<file path="src/rtl/kfpga_config_loader.sv">
// kfpga_config_loader
//
// Streams a configuration bitstream into the single config chain of a
// WIDTH x HEIGHT kFPGA core. Words arrive over a valid/ready handshake and
// are serialised LSB-first, one bit per clock, with no bubbles between
// back-to-back words. The fabric is held in reset while the chain loads.
// It is released once the last bit is in place.
//
// Optional feature (define KFPGA_LOADER_VERIFY_EN):
//   A CRC-16-CCITT is accumulated over the loaded bits. The chain is then
//   rotated once through itself while a second CRC runs over the chain tail.
//   Matching CRCs finish in DONE. A mismatch finishes in FAIL.
//
// Ports:
//   clock               block clock, also the core config clock
//   reset               asynchronous, active-high
//   start               one-cycle pulse, begins a load (from IDLE/DONE/FAIL)
//   abort               terminates a load in progress
//   word_data           bitstream word, bit 0 is shifted first
//   word_valid          word_data valid
//   word_ready          loader accepts a word this cycle
//   busy                high in CLEAR/LOAD/VERIFY
//   done                success flag (held until the next start)
//   error               failure flag (held until the next start)
//   core_config_in      serial bit to the chain head
//   core_config_enable  chain shift enable
//   core_config_nreset  chain reset, active low
//   core_config_out     chain tail
//   core_nreset         fabric reset, active low
//   core_enable         fabric enable
module kfpga_config_loader #(
    parameter int WIDTH           = 1,
    parameter int HEIGHT          = 1,
    parameter int IOT_CONFIG_BITS = 8,
    parameter int LT_CONFIG_BITS  = 40,
    parameter int WORD_WIDTH      = 32,
    parameter int CLEAR_CYCLES    = 4
) (
    input  logic                  clock,
    input  logic                  reset,
    input  logic                  start,
    input  logic                  abort,
    input  logic [WORD_WIDTH-1:0] word_data,
    input  logic                  word_valid,
    output logic                  word_ready,
    output logic                  busy,
    output logic                  done,
    output logic                  error,
    output logic                  core_config_in,
    output logic                  core_config_enable,
    output logic                  core_config_nreset,
    input  logic                  core_config_out,
    output logic                  core_nreset,
    output logic                  core_enable
);

    localparam int CHAIN_LENGTH = 2 * (WIDTH + HEIGHT) * IOT_CONFIG_BITS
                                + WIDTH * HEIGHT * LT_CONFIG_BITS;
    localparam int NUM_WORDS    = (CHAIN_LENGTH + WORD_WIDTH - 1) / WORD_WIDTH;
    localparam int CNT_W        = $clog2(CHAIN_LENGTH + 1);
    localparam int CLR_W        = $clog2(CLEAR_CYCLES + 1);
    localparam int WW_CAP       = (WORD_WIDTH < CHAIN_LENGTH) ? WORD_WIDTH : CHAIN_LENGTH;

    localparam logic [CNT_W-1:0] CHAIN_C = CNT_W'(CHAIN_LENGTH);
    localparam logic [CNT_W-1:0] NWORD_C = CNT_W'(NUM_WORDS);
    localparam logic [CNT_W-1:0] WW_C    = CNT_W'(WW_CAP);
    localparam logic [CNT_W-1:0] ONE_C   = CNT_W'(1);
    localparam logic [CLR_W-1:0] CLR_END = CLR_W'(CLEAR_CYCLES - 1);

    typedef enum logic [2:0] {
        S_IDLE,
        S_CLEAR,
        S_LOAD,
`ifdef KFPGA_LOADER_VERIFY_EN
        S_VERIFY,
`endif
        S_DONE,
        S_FAIL
    } state_t;

    state_t             state, state_d;
    logic [CLR_W-1:0]   clear_cnt;
    logic [CNT_W-1:0]   words_accepted;
    logic [CNT_W-1:0]   bits_remaining;
    logic [CNT_W-1:0]   pending;
    logic [1:0]         done_cnt;
    logic               cfg_nreset_q;
    logic               last_bit;
    logic [WORD_WIDTH-1:0] shreg;

    logic               shift_en;
    logic               xfer;
    logic               load_last;
    logic               clear_last;
    logic               start_go;
    logic [CNT_W-1:0]   bits_after;

`ifdef KFPGA_LOADER_VERIFY_EN
    logic [15:0]        crc_load;
    logic [15:0]        crc_verify;
    logic [15:0]        crc_v_next;
    logic               rot_en;
    logic               rot_last;
    logic               crc_ok;

    // Serial CRC-16-CCITT, poly 0x1021, MSB-first feedback.
    function automatic logic [15:0] crc_step(input logic [15:0] crc, input logic bit_in);
        logic fb;
        fb = crc[15] ^ bit_in;
        return {crc[14:0], 1'b0} ^ (fb ? 16'h1021 : 16'h0000);
    endfunction
`else
    logic               unused_core_config_out;
    assign unused_core_config_out = core_config_out;
`endif

    // Datapath control decode
    always_comb begin
        shift_en   = (state == S_LOAD) && (pending != '0);
        // Refill one bit early so the next word follows without a bubble.
        word_ready = (state == S_LOAD) && (pending <= ONE_C) && (words_accepted < NWORD_C);
        xfer       = word_valid && word_ready;
        bits_after = shift_en ? (bits_remaining - ONE_C) : bits_remaining;
        load_last  = shift_en && (bits_remaining == ONE_C);
        clear_last = (clear_cnt == CLR_END);
        start_go   = (state_d == S_CLEAR) && (state != S_CLEAR);
`ifdef KFPGA_LOADER_VERIFY_EN
        rot_en     = (state == S_VERIFY);
        rot_last   = rot_en && (bits_remaining == ONE_C);
        crc_v_next = crc_step(crc_verify, core_config_out);
        // The final tail bit is folded in here, in the cycle it is rotated.
        crc_ok     = (crc_v_next == crc_load);
`endif
    end

    // State register
    always_ff @(posedge clock or posedge reset) begin
        if (reset) state <= S_IDLE;
        else       state <= state_d;
    end

    // Next-state logic
    always_comb begin
        state_d = state;
        case (state)
            S_IDLE, S_DONE, S_FAIL: begin
                if (start) state_d = S_CLEAR;
            end
            S_CLEAR: begin
                if (abort)           state_d = S_FAIL;
                else if (clear_last) state_d = S_LOAD;
            end
            S_LOAD: begin
                if (abort) state_d = S_FAIL;
                else if (load_last) begin
`ifdef KFPGA_LOADER_VERIFY_EN
                    state_d = S_VERIFY;
`else
                    state_d = S_DONE;
`endif
                end
            end
`ifdef KFPGA_LOADER_VERIFY_EN
            S_VERIFY: begin
                if (abort)         state_d = S_FAIL;
                else if (rot_last) state_d = crc_ok ? S_DONE : S_FAIL;
            end
`endif
            default: state_d = S_IDLE;
        endcase
    end

    // Output logic
    always_comb begin
        busy               = (state == S_CLEAR) || (state == S_LOAD);
        done               = (state == S_DONE);
        error              = (state == S_FAIL);
        core_config_enable = shift_en;
        // When the chain is stalled the serial line keeps its last bit.
        core_config_in     = shift_en ? shreg[0] : last_bit;
        core_config_nreset = cfg_nreset_q;
        core_nreset        = (state == S_DONE) && (done_cnt != 2'd0);
        core_enable        = (state == S_DONE) && (done_cnt == 2'd2);
`ifdef KFPGA_LOADER_VERIFY_EN
        busy = busy || rot_en;
        if (rot_en) begin
            core_config_enable = 1'b1;
            core_config_in     = core_config_out;
        end
`endif
    end

    // Control counters
    always_ff @(posedge clock or posedge reset) begin
        if (reset) begin
            clear_cnt      <= '0;
            words_accepted <= '0;
            bits_remaining <= '0;
            pending        <= '0;
            done_cnt       <= 2'd0;
            cfg_nreset_q   <= 1'b0;
            last_bit       <= 1'b0;
        end else begin
            clear_cnt <= (state == S_CLEAR && !clear_last) ? clear_cnt + 1'b1 : '0;

            if (start_go)
                cfg_nreset_q <= 1'b0;
            else if (state == S_CLEAR && state_d == S_LOAD)
                cfg_nreset_q <= 1'b1;

            if (state == S_DONE && done_cnt != 2'd2) done_cnt <= done_cnt + 2'd1;
            else if (state != S_DONE)                done_cnt <= 2'd0;

            if (start_go) begin
                words_accepted <= '0;
                bits_remaining <= CHAIN_C;
                pending        <= '0;
            end else if (state == S_LOAD) begin
                bits_remaining <= bits_after;
                if (xfer) begin
                    words_accepted <= words_accepted + ONE_C;
                    pending        <= (bits_after > WW_C) ? WW_C : bits_after;
                end else if (shift_en) begin
                    pending <= pending - ONE_C;
                end
                if (shift_en) last_bit <= shreg[0];
`ifdef KFPGA_LOADER_VERIFY_EN
                // The same counter then times the rotate pass.
                if (load_last) bits_remaining <= CHAIN_C;
            end else if (rot_en) begin
                bits_remaining <= bits_remaining - ONE_C;
                last_bit       <= core_config_out;
`endif
            end
        end
    end

    // Shift register and CRC data
    always_ff @(posedge clock) begin
        if (xfer)          shreg <= word_data;
        else if (shift_en) shreg <= shreg >> 1;
`ifdef KFPGA_LOADER_VERIFY_EN
        if (start_go)      crc_load <= 16'hFFFF;
        else if (shift_en) crc_load <= crc_step(crc_load, shreg[0]);
        if (load_last)     crc_verify <= 16'hFFFF;
        else if (rot_en)   crc_verify <= crc_v_next;
`endif
    end

endmodule
</file>
<file path="config.mk">
export PLATFORM = sky130hd
export DESIGN_NAME = kfpga_config_loader
export DESIGN_NICKNAME = d
export VERILOG_FILES = /design/src/rtl/kfpga_config_loader.sv
export SDC_FILE = /design/constraint.sdc
export NUM_CORES = 1
export LEC_CHECK = 0
export BUFFER_PORTS_ARGS = -buffer_cell sky130_fd_sc_hd__buf_2
export CAP_MARGIN = 20
export CORE_ASPECT_RATIO = 1.25
export CORE_MARGIN = 5
export CORE_UTILIZATION = 42
export CTS_CLUSTER_DIAMETER = 200
export CTS_CLUSTER_SIZE = 30
export DETAILED_ROUTE_END_ITERATION = 10
export SYNTH_ARGS = -nofsm -noshare
export SYNTH_HDL_FRONTEND = slang
export SYNTH_SLANG_ARGS = --single-unit
</file>
<file path="constraint.sdc">
create_clock -name clock -period 3.7 [get_ports clock]
set_input_delay 0 -clock clock [delete_from_list [all_inputs] [get_ports clock]]
set_output_delay 0 -clock clock [all_outputs]
set_load 0.02 [all_outputs]
</file>
After elaboration in Yosys (flattened, before gate mapping)
Cells that the tools add are included.
{ "classes": {"n_reduce_logical": 26, "bitwise": 1, "n_mux": 25, "order_cmp": 3, "add_sub_neg": 5, "eq_ne": 12} }
{ "op_table": {"columns": ["cell", "n"], "rows": [
  ["7-bit two-way mux", 11],
  ["32-bit two-way mux", 2],
  ["3-bit two-way mux", 6],
  ["7-bit by 1-bit subtractor with 7-bit output, second input constant", 2],
  ["3-bit by 2-bit == test with 1-bit output, second input constant", 4],
  ["2-bit nonzero test", 6],
  ["1-bit logical AND", 11],
  ["3-bit one-hot mux with 3 select lines", 1],
  ["7-bit by 1-bit adder with 7-bit output, second input constant", 1],
  ["7-bit by 1-bit == test with 1-bit output, second input constant", 1],
  ["7-bit by 6-bit > comparator with 1-bit output, second input constant", 1],
  ["7-bit by 1-bit less-or-equal comparator with 1-bit output, second input constant", 1],
  ["7-bit by 2-bit < comparator with 1-bit output, second input constant", 1],
  ["7-bit nonzero test", 1],
  ["3-bit by 1-bit == test with 1-bit output, second input constant", 2],
  ["2-bit AND reduction", 3],
  ["2-bit two-way mux", 2],
  ["3-bit by 1-bit adder with 3-bit output, second input constant", 1],
  ["3-bit == test, second input constant", 1],
  ["3-bit zero test", 1],
  ["1-bit two-way mux", 3],
  ["3-bit by 1-bit != test with 1-bit output, second input constant", 1],
  ["3-bit by 2-bit != test with 1-bit output, second input constant", 1],
  ["3-bit nonzero test", 1],
  ["7 further kinds", 7]
]} }
{ "word_totals": {"out_inout_bits": 9, "in_bits": 38, "regBits": 63, "wordCells": 81} }

Depth between registers and ports, before layout
Gate-level depths: netlist of the first run.
{ "logic_depth": {"word_depth": 10, "ltp_mapped": 11, "depth_no_buf": 11} }

Worst setup path before layout of the first run
OpenSTA, ideal clock, no wires.
{ "synth_timing": {"path_type": "flip-flop to flip-flop", "from": "register words_accepted[4]", "to": "register shreg[0], enable pin", "path_slack_ns": 1.077, "t_required_ns": 3.311, "setup_ns": 0.389, "period_less_slack_ns": 2.623, "path_stages_with_launch": 7, "t_arrival_ns": 2.234, "path_cell_list": "dfrtp_1 -> nor4_1 -> o21ai_1 -> a2111oi_4 -> nand3_1 -> clkbuf_1 -> nand2_1"} }
{ "synth_between": {"elab_chain_cells": 4} }
{ "synth_lines": {"columns": ["element", "line", "source"], "rows": [
  ["start: declaration", "83", "logic [CNT_W-1:0] words_accepted;"],
  ["start signal: assignment", "221", "words_accepted <= words_accepted + ONE_C;"],
  ["7-bit by 2-bit < comparator with 1-bit output", "121", "word_ready = (state == S_LOAD) && (pending <= ONE_C) && (words_accepted < NWORD_C);"],
  ["1-bit logical AND", "121", null],
  ["1-bit logical AND", "122", "xfer = word_valid && word_ready;"],
  ["2-bit nonzero test (no source line)", null, null],
  ["end signal: assignment", "240", "if (xfer) shreg <= word_data;"],
  ["end signal: assignment", "241", "else if (shift_en) shreg <= shreg >> 1;"],
  ["end: declaration", "89", "logic [WORD_WIDTH-1:0] shreg;"]
]} }
Every way passes these cells.
A chain may end at the register's enable or synchronous reset.

Worst setup path in the final report of the first run
{ "layout_timing": {"from": "register state[2]", "to": "register shreg[9], data pin"} }
{ "layout_between": {"elab_chain_cells": 5} }
{ "layout_lines": {"columns": ["element", "line", "source"], "rows": [
  ["start: declaration", "81", "state_t state, state_d;"],
  ["start signal: assignment", "139", "else state <= state_d;"],
  ["3-bit by 2-bit == test with 1-bit output", "121", null],
  ["1-bit logical AND (2 in series)", "121", null],
  ["1-bit logical AND", "122", null],
  ["32-bit two-way mux", "240", null]
]} }
Every way passes these cells.

==> results.py, run 1 <==
metrics = {
    "outcome": {
        "status": "completed",
    },
    "setup_path": {
        "cp-start-kind": "flop",
        "cp_max_fo": 24,
        "required_ns": 3.91,
        "worstPathArrival_ns": 2.70,
        "worstSetupPathType": "flop to flop",
        "endpoint_kind": "flop",
    },
    "job": {
        "max_cap_viol_count": 0,
    },
    "synthesis": {
        "synth.avg_cell_area_um2": 9.59,
        "syn_area_mm2": 0.00321,
        "ys_types": 51,
        "synth_async_sr_flop_share_pct": 49.2,
        "yosys.area.top_type": "edfxtp_1",
        "synth_seq_cells": 63,
        "synth_top_cell_area_share_pct": 29.9,
        "ys_warn_count": 0,
        "syn_nets": 382,
        "syn_inst": 335,
        "synth-edff-count": 32,
        "seq_area_frac_synth_pct": 54.1,
        "synth_ff_type": "edfxtp_1",
        "synth.area.top_cells": "edfxtp_1 (30%), dfrtp_1 (24%), nand2_1 (13%)",
    },
    "clock_tree": {
        "post-cts-setup-buffers": 0,
        "clkSinkCount": 63,
        "cts_resized": 0,
        "cts_buffers": 9,
        "ctsHtreeMaxLevel": 3,
        "clock_path_buffers": 2,
        "cts_tree": "built",
        "root_buffer": "clkbuf_8",
        "clk_pin_slew_ns": 0.07,
        "clk_latency_ns": 0.33,
    },
    "sta": {
        "clock_skew_ns": 0.00796,
        "setup_viol_count_final": 0,
        "rsz0062_at_grt": "no",
        "hold_violations": 0,
        "min_period_over_period_pct": 67.3,
        "fmax_ghz": 0.401,
        "timing.final.crit_period_ns": 2.49,
        "tightest_slew_ns": 0.509,
        "whs_ns": 0.0136,
        "maxSlewHeadroom_pct": 66.1,
        "tns_ns": 0,
        "drv_slew": 0,
    },
    "pwr": {
        "total_power_uw": 1580,
        "peakVddDrop_v": 0.000190,
        "power.leakage_uw": 0.00188,
        "cellPowerDensity_mw_per_mm2": 387,
    },
    "cells_and_area": {
        "fin_area_mm2": 0.00409,
        "num_antenna_cells": 0,
        "syn2layout_area_growth_pct": 27.2,
        "layout_commonest_cell": "nand2_1",
        "layout_common_cells": "nand2_1 (111), buf_2 (45), dlygate4sd3_1 (35)",
        "fillCellCount": 691,
        "finalNonFillerCells": 513,
        "drive_above_1_share_pct": 18.1,
        "finalNetCount": 463,
    },
    "floorplanning": {
        "core_area_mm2": 0.00740,
        "dieArea_mm2": 0.00951,
        "rows": 35,
        "die_h_um": 108,
        "initial_core_util_pct": 43.4,
        "die_w_um": 88.2,
        "pin_count": 47,
    },
    "detailed_routing": {
        "post-route-drc-count": 0,
        "via_per_inst": 5.01,
        "dr.pass1.iters": 4,
        "drtIter0Drc": 76,
        "num_vias": 2571,
        "ant_nets": 0,
        "drt-total-wl_um": 6930,
        "detail_route.wl_per_cell_um": 13.5,
    },
    "global_route": {
        "grtUsageTotal_pct": 15.6,
        "grt_overflow": 0,
        "grt_antenna_before_repair": 0,
        "grt_pass1_vias": 2432,
        "grt_pass1_wl_um": 11600,
        "grt_max_degree": 43,
    },
    "placed_design": {
        "place_area_mm2": 0.00352,
        "placed_cells": 462,
        "port_buffers": 45,
        "gp_congestion": 0.813,
        "hpwl_um": 4450,
    },
    "worst_hold_path": {
        "hold_path.class": "primary input to flop",
    },
}
==> critical path, cell delays in order (launching register included) <==
cell and delay, ns:
dfrtp_1 0.53, or3b_1 0.61, nor2b_1 0.20, and3_1 0.50
buf_4 0.36, nand2_1 0.09, nand2_1 0.07
==> layout make-up <==
cell class	instances	area (µm²)	share of cell area, %
Timing Repair Buffer	85	613	15.0
Sequential cell	63	1740	42.5
Clock inverter	6	85.1	2.08
Inverter	11	43.8	1.07
Clock buffer	10	128	3.12
Multi-Input combinational cell	246	1360	33.4
Tap cell	92	115	2.82
==> power by group <==
part	internal [µW]	total, µW	switching (µW)
combinational	81.0	162	81.1
sequential	748	769	21.4
clock	377	649	272
total	1210	1580	374
==> per-stage QoR <==
| step | util (%) | worst slack (ns) |
|---|---|---|
| global placement | 47.6 | 1.24 |
| floorplan | - | 1.08 |
| finish | 55.2 | 1.21 |
| CTS | 55.2 | 1.19 |
| detailed placement | 47.6 | 1.21 |
| global route | 55.2 | 0.919 |
==> sequential cells by signal, indices dropped and copies added (netlist names) <==
register,cells
pending,7
clear_cnt,3
shreg,32
done_cnt,2
words_accepted,7
bits_remaining,7
last_bit,1
state,3
core_config_nreset,1
==> synthesized netlist by cell type, types with 2 or more instances <==
master and count:
clkbuf_1 8, nor4_1 5, nor2_1 16, xnor2_1 3, a21oi_1 10, o31ai_1 3, nor3_1 3, nand2_2 2
or3_1 2, a31oi_1 4, edfxtp_1 32, o21a_1 3, dfrtp_1 31, nand2b_1 2, nand2_1 111, o21ai_1 5
ha_1 9, buf_2 6, o211ai_1 2, nor2b_1 3, o21ai_0 13, nand3_1 9, mux2i_1 3, nor3b_1 3
inv_1 10, xor2_1 4, nor4b_1 2, and3_1 8
==> worst paths after layout <==
check	start	to	slack, ns	depth (start not counted)
setup reg to reg	state[2]$_DFF_PP0_	shreg[9]$_DFFE_PP_	1.21	6
max in group asynchronous	reset	last_bit$_DFFE_PP0P_	3.12	4
hold / removal	word_valid	shreg[31]$_SDFFCE_PP0P_	0.01	2
hold reg to reg	clear_cnt[0]$_DFF_PP0_	clear_cnt[0]$_DFF_PP0_	0.45	1
setup / recovery	state[2]$_DFF_PP0_	shreg[9]$_DFFE_PP_	1.21	6
min in group asynchronous	reset	core_config_nreset$_DFFE_PP0P_	0.28	4
==> routing by layer <==
layer / global-route usage (%) / share of wire, %
met1: 20.0 / 44
met2: 25.8 / 51
met3: 2.91 / 4.1
met4: 5.83 / 1.6
met5: 0 / 0
==> cells by family (layout without fill, tap and decap cells) <==
family | after synthesis | in the layout | synth area share, %
flops | 63 | 63 | 54.1
mux | 3 | 3 | 0.935
fa+ha+maj | 9 | 9 | 3.51
buf+inv | 26 | 112 | 3.47
compound gates | 49 | 49 | 10.0
xor+xnor | 8 | 8 | 2.42
simple gates | 177 | 177 | 25.6
==> repair_timing <==
| item | CTS | global route |
|---|---|---|
| setup endpoints to repair | 0 | 0 |
| hold buffers | 35 | 0 |
| endpoints found under the hold margin | 65 | 0 |
Power figures use the tool's default switching activity.
==> run 2, diff against run 1 <==
--- a/config.mk
+++ b/config.mk
@@ -5,6 +5,7 @@
 export SDC_FILE = /design/constraint.sdc
 export NUM_CORES = 1
 export LEC_CHECK = 0
+export ABC_AREA = 1
 export BUFFER_PORTS_ARGS = -buffer_cell sky130_fd_sc_hd__buf_2
 export CAP_MARGIN = 20
 export CORE_ASPECT_RATIO = 1.25
==> constraint.sdc (replaced) <==
create_clock -name clock -period 2.4 [get_ports clock]
set_input_delay 0 -clock clock [delete_from_list [all_inputs] [get_ports clock]]
set_output_delay 0 -clock clock [all_outputs]
set_load 0.02 [all_outputs]
==> run 2 against run 1 <==
Net effect:
- via count increased by 4.3%
- global-route usage increased by 0.49 points
- non-clock buffer count decreased by 1
- utilization decreased by 1.2 points
- die area increased by 1.1%
- critical path type unchanged
==> results.py, run 2 <==
metrics = {
    "synthesis": {
        "synth_top_family_by_area": "simple AND/OR/NAND/NOR gates",
        "synth-edff-count": 32,
        "yosys.area.top_type": "edfxtp_1",
        "synth.area.top_cells": "edfxtp_1 (30%), dfrtp_1 (24%), nor2_1 (15%)",
        "synth_top_cell_area_share_pct": 29.6,
        "synth.avg_cell_area_um2": 8.40,
        "synth_commonest_cells": "nor2_1 (127), nand2_1 (58), inv_1 (38)",
        "seq_area_frac_synth_pct": 53.4,
        "syn_nets": 434,
        "synth_async_sr_flop_share_pct": 49.2,
        "syn_inst": 387,
        "ys_types": 30,
        "synth_xor_xnor_area_share_pct": 1.35,
        "syn_area_mm2": 0.00325,
        "ys_warn_count": 0,
        "synth_ff_type": "edfxtp_1",
        "yosys.area_share.simple_pct": 30.7,
        "synth_fa_ha_area_share_pct": 3.46,
        "synthMuxAreaShare_pct": 0,
        "synth_compound_area_share_pct": 4.54,
        "synth_seq_cells": 63,
        "synth_most_common_cell": "nor2_1",
    },
    "clock_tree": {
        "cts_buffers": 9,
        "clk_pin_slew_ns": 0.07,
        "cts_tree": "built",
        "clkSinkCount": 63,
        "post-cts-setup-buffers": 0,
        "clock_path_buffers": 2,
        "root_buffer": "clkbuf_8",
        "clk_latency_ns": 0.34,
        "cts_resized": 0,
        "ctsHtreeMaxLevel": 3,
        "hold_buffers": 33,
    },
    "placed_design": {
        "gp_congestion": 0.789,
        "place_area_mm2": 0.00361,
        "hpwl_um": 4810,
        "port_buffers": 45,
        "preCtsSetupSlack_ns": 0.322,
    },
    "cells_and_area": {
        "drive_above_1_share_pct": 19.0,
        "layout_common_cells": "nor2_1 (127), nand2_1 (58), buf_2 (45)",
        "num_antenna_cells": 0,
        "largest_reg_flops": 32,
        "fin_area_mm2": 0.00414,
        "finalNetCount": 521,
        "layout_commonest_cell": "nor2_1",
        "regMostFlops": "shreg",
        "syn2layout_area_growth_pct": 27.3,
    },
    "pwr": {
        "cellPowerDensity_mw_per_mm2": 633,
        "peakVddDrop_v": 0.000440,
        "total_power_uw": 2620,
        "power.leakage_uw": 0.00199,
    },
    "detailed_routing": {
        "post-route-drc-count": 0,
        "num_vias": 2682,
        "ant_nets": 0,
        "drt-total-wl_um": 7040,
        "detail_route.wl_per_cell_um": 12.3,
        "drtIter0Drc": 81,
        "dr.pass1.iters": 4,
        "via_per_inst": 4.67,
    },
    "floorplanning": {
        "rows": 36,
        "initial_core_util_pct": 42.5,
        "die_w_um": 88.7,
        "pin_count": 47,
        "core_area_mm2": 0.00766,
        "die_h_um": 108,
        "dieArea_mm2": 0.00961,
    },
    "sta": {
        "tightest_slew_ns": 0.406,
        "hold_violations": 0,
        "tns_ns": 0,
        "rsz0062_at_grt": "no",
        "layout_setup_ws_ns": 0.329,
        "clock_skew_ns": 0.00891,
        "timing.final.crit_period_ns": 2.07,
        "fmax_ghz": 0.483,
        "maxSlewHeadroom_pct": 72.9,
        "drv_slew": 0,
        "setup_viol_count_final": 0,
        "min_period_over_period_pct": 86.3,
    },
    "global_route": {
        "grt_max_degree": 38,
        "grt_antenna_before_repair": 0,
        "grtUsageTotal_pct": 16.1,
        "grt_use_met3_pct": 3.13,
        "grt_overflow": 0,
        "grt_pass1_wl_um": 11900,
        "grt_pass1_vias": 2715,
        "use_met2_pct": 28.7,
        "met1_usage_pct": 18.1,
        "grt_busiest_layer": "met2",
    },
    "setup_path": {
        "cp_max_fo": 21,
        "worstPathArrival_ns": 2.16,
        "timing.rr.start": "pending[0]$_DFFE_PP0P_",
        "cp-start-kind": "flop",
        "required_ns": 2.49,
        "endpoint_kind": "flop",
        "worstSetupPathType": "flop to flop",
        "setup.worst_path.start": "pending[0]$_DFFE_PP0P_",
    },
    "job": {
        "max_cap_viol_count": 0,
    },
    "worst_hold_path": {
        "min_from": "word_data[1]",
        "hold_path.class": "primary input to flop",
    },
    "outcome": {
        "status": "completed",
    },
}
==> run 2: worst paths after layout <==
path,to,slack (ns),depth (start not counted)
min in group asynchronous,clear_cnt[2]$_DFF_PP0_,0.28,4
hold reg to reg,clear_cnt[0]$_DFF_PP0_,0.43,1
setup / recovery,shreg[10]$_DFFE_PP_,0.33,8
max in group asynchronous,words_accepted[2]$_DFFE_PP0P_,1.82,4
hold / removal,shreg[1]$_DFFE_PP_,0.02,3
setup reg to reg,shreg[10]$_DFFE_PP_,0.33,8
==> run 2: routing by layer <==
metal,vias up,share of wire (%)
met4,0,1.9
met2,40,51
li1,1405,-
met3,13,3.6
met1,1224,43
met5,-,0
==> run 2: layout make-up <==
class	count	area (µm²)
Fill cell	746	3520
Sequential cell	63	1740
Multi-Input combinational cell	271	1300
Timing Repair Buffer	84	613
Inverter	45	170
Clock buffer	9	124
Tap cell	95	119
Clock inverter	7	72.6
==> run 2: cells by family after synthesis <==
kind of cell               Yosys count
xor gates and xnor gates             5
DFF                                 63
and+or+nand+nor                    231
AOI/OAI and AO/OA                   26
adders and majority gates            9
buffers and inverters               53
==> run 2: where the power goes <==
part	switching, µW	leakage, µW	internal [µW]
Sequential	35.1	0.000702	1170
Combinational	284	0.00119	205
Clock	440	0.0000956	481
Total	759	0.00199	1860
==> run 2: metrics by stage <==
step	utilization, %	hold WS (ns)	cells
final	54.0	0.0166	574
after global routing	54.0	0.0232	574
after global placement	47.1	0.112	525
after CTS	54.0	0.00649	574
after detailed placement	47.1	0.120	525
after floorplan	-	0.104	387
==> run 2: worst max-delay path: stages, from the launching register on <==
cell     delay, ns
dfrtp_1       0.40
inv_1         0.11
ha_1          0.21
nand3_1       0.13
nor2_1        0.19
nor2_4        0.10
nor2_1        0.23
inv_1         0.22
buf_12        0.22
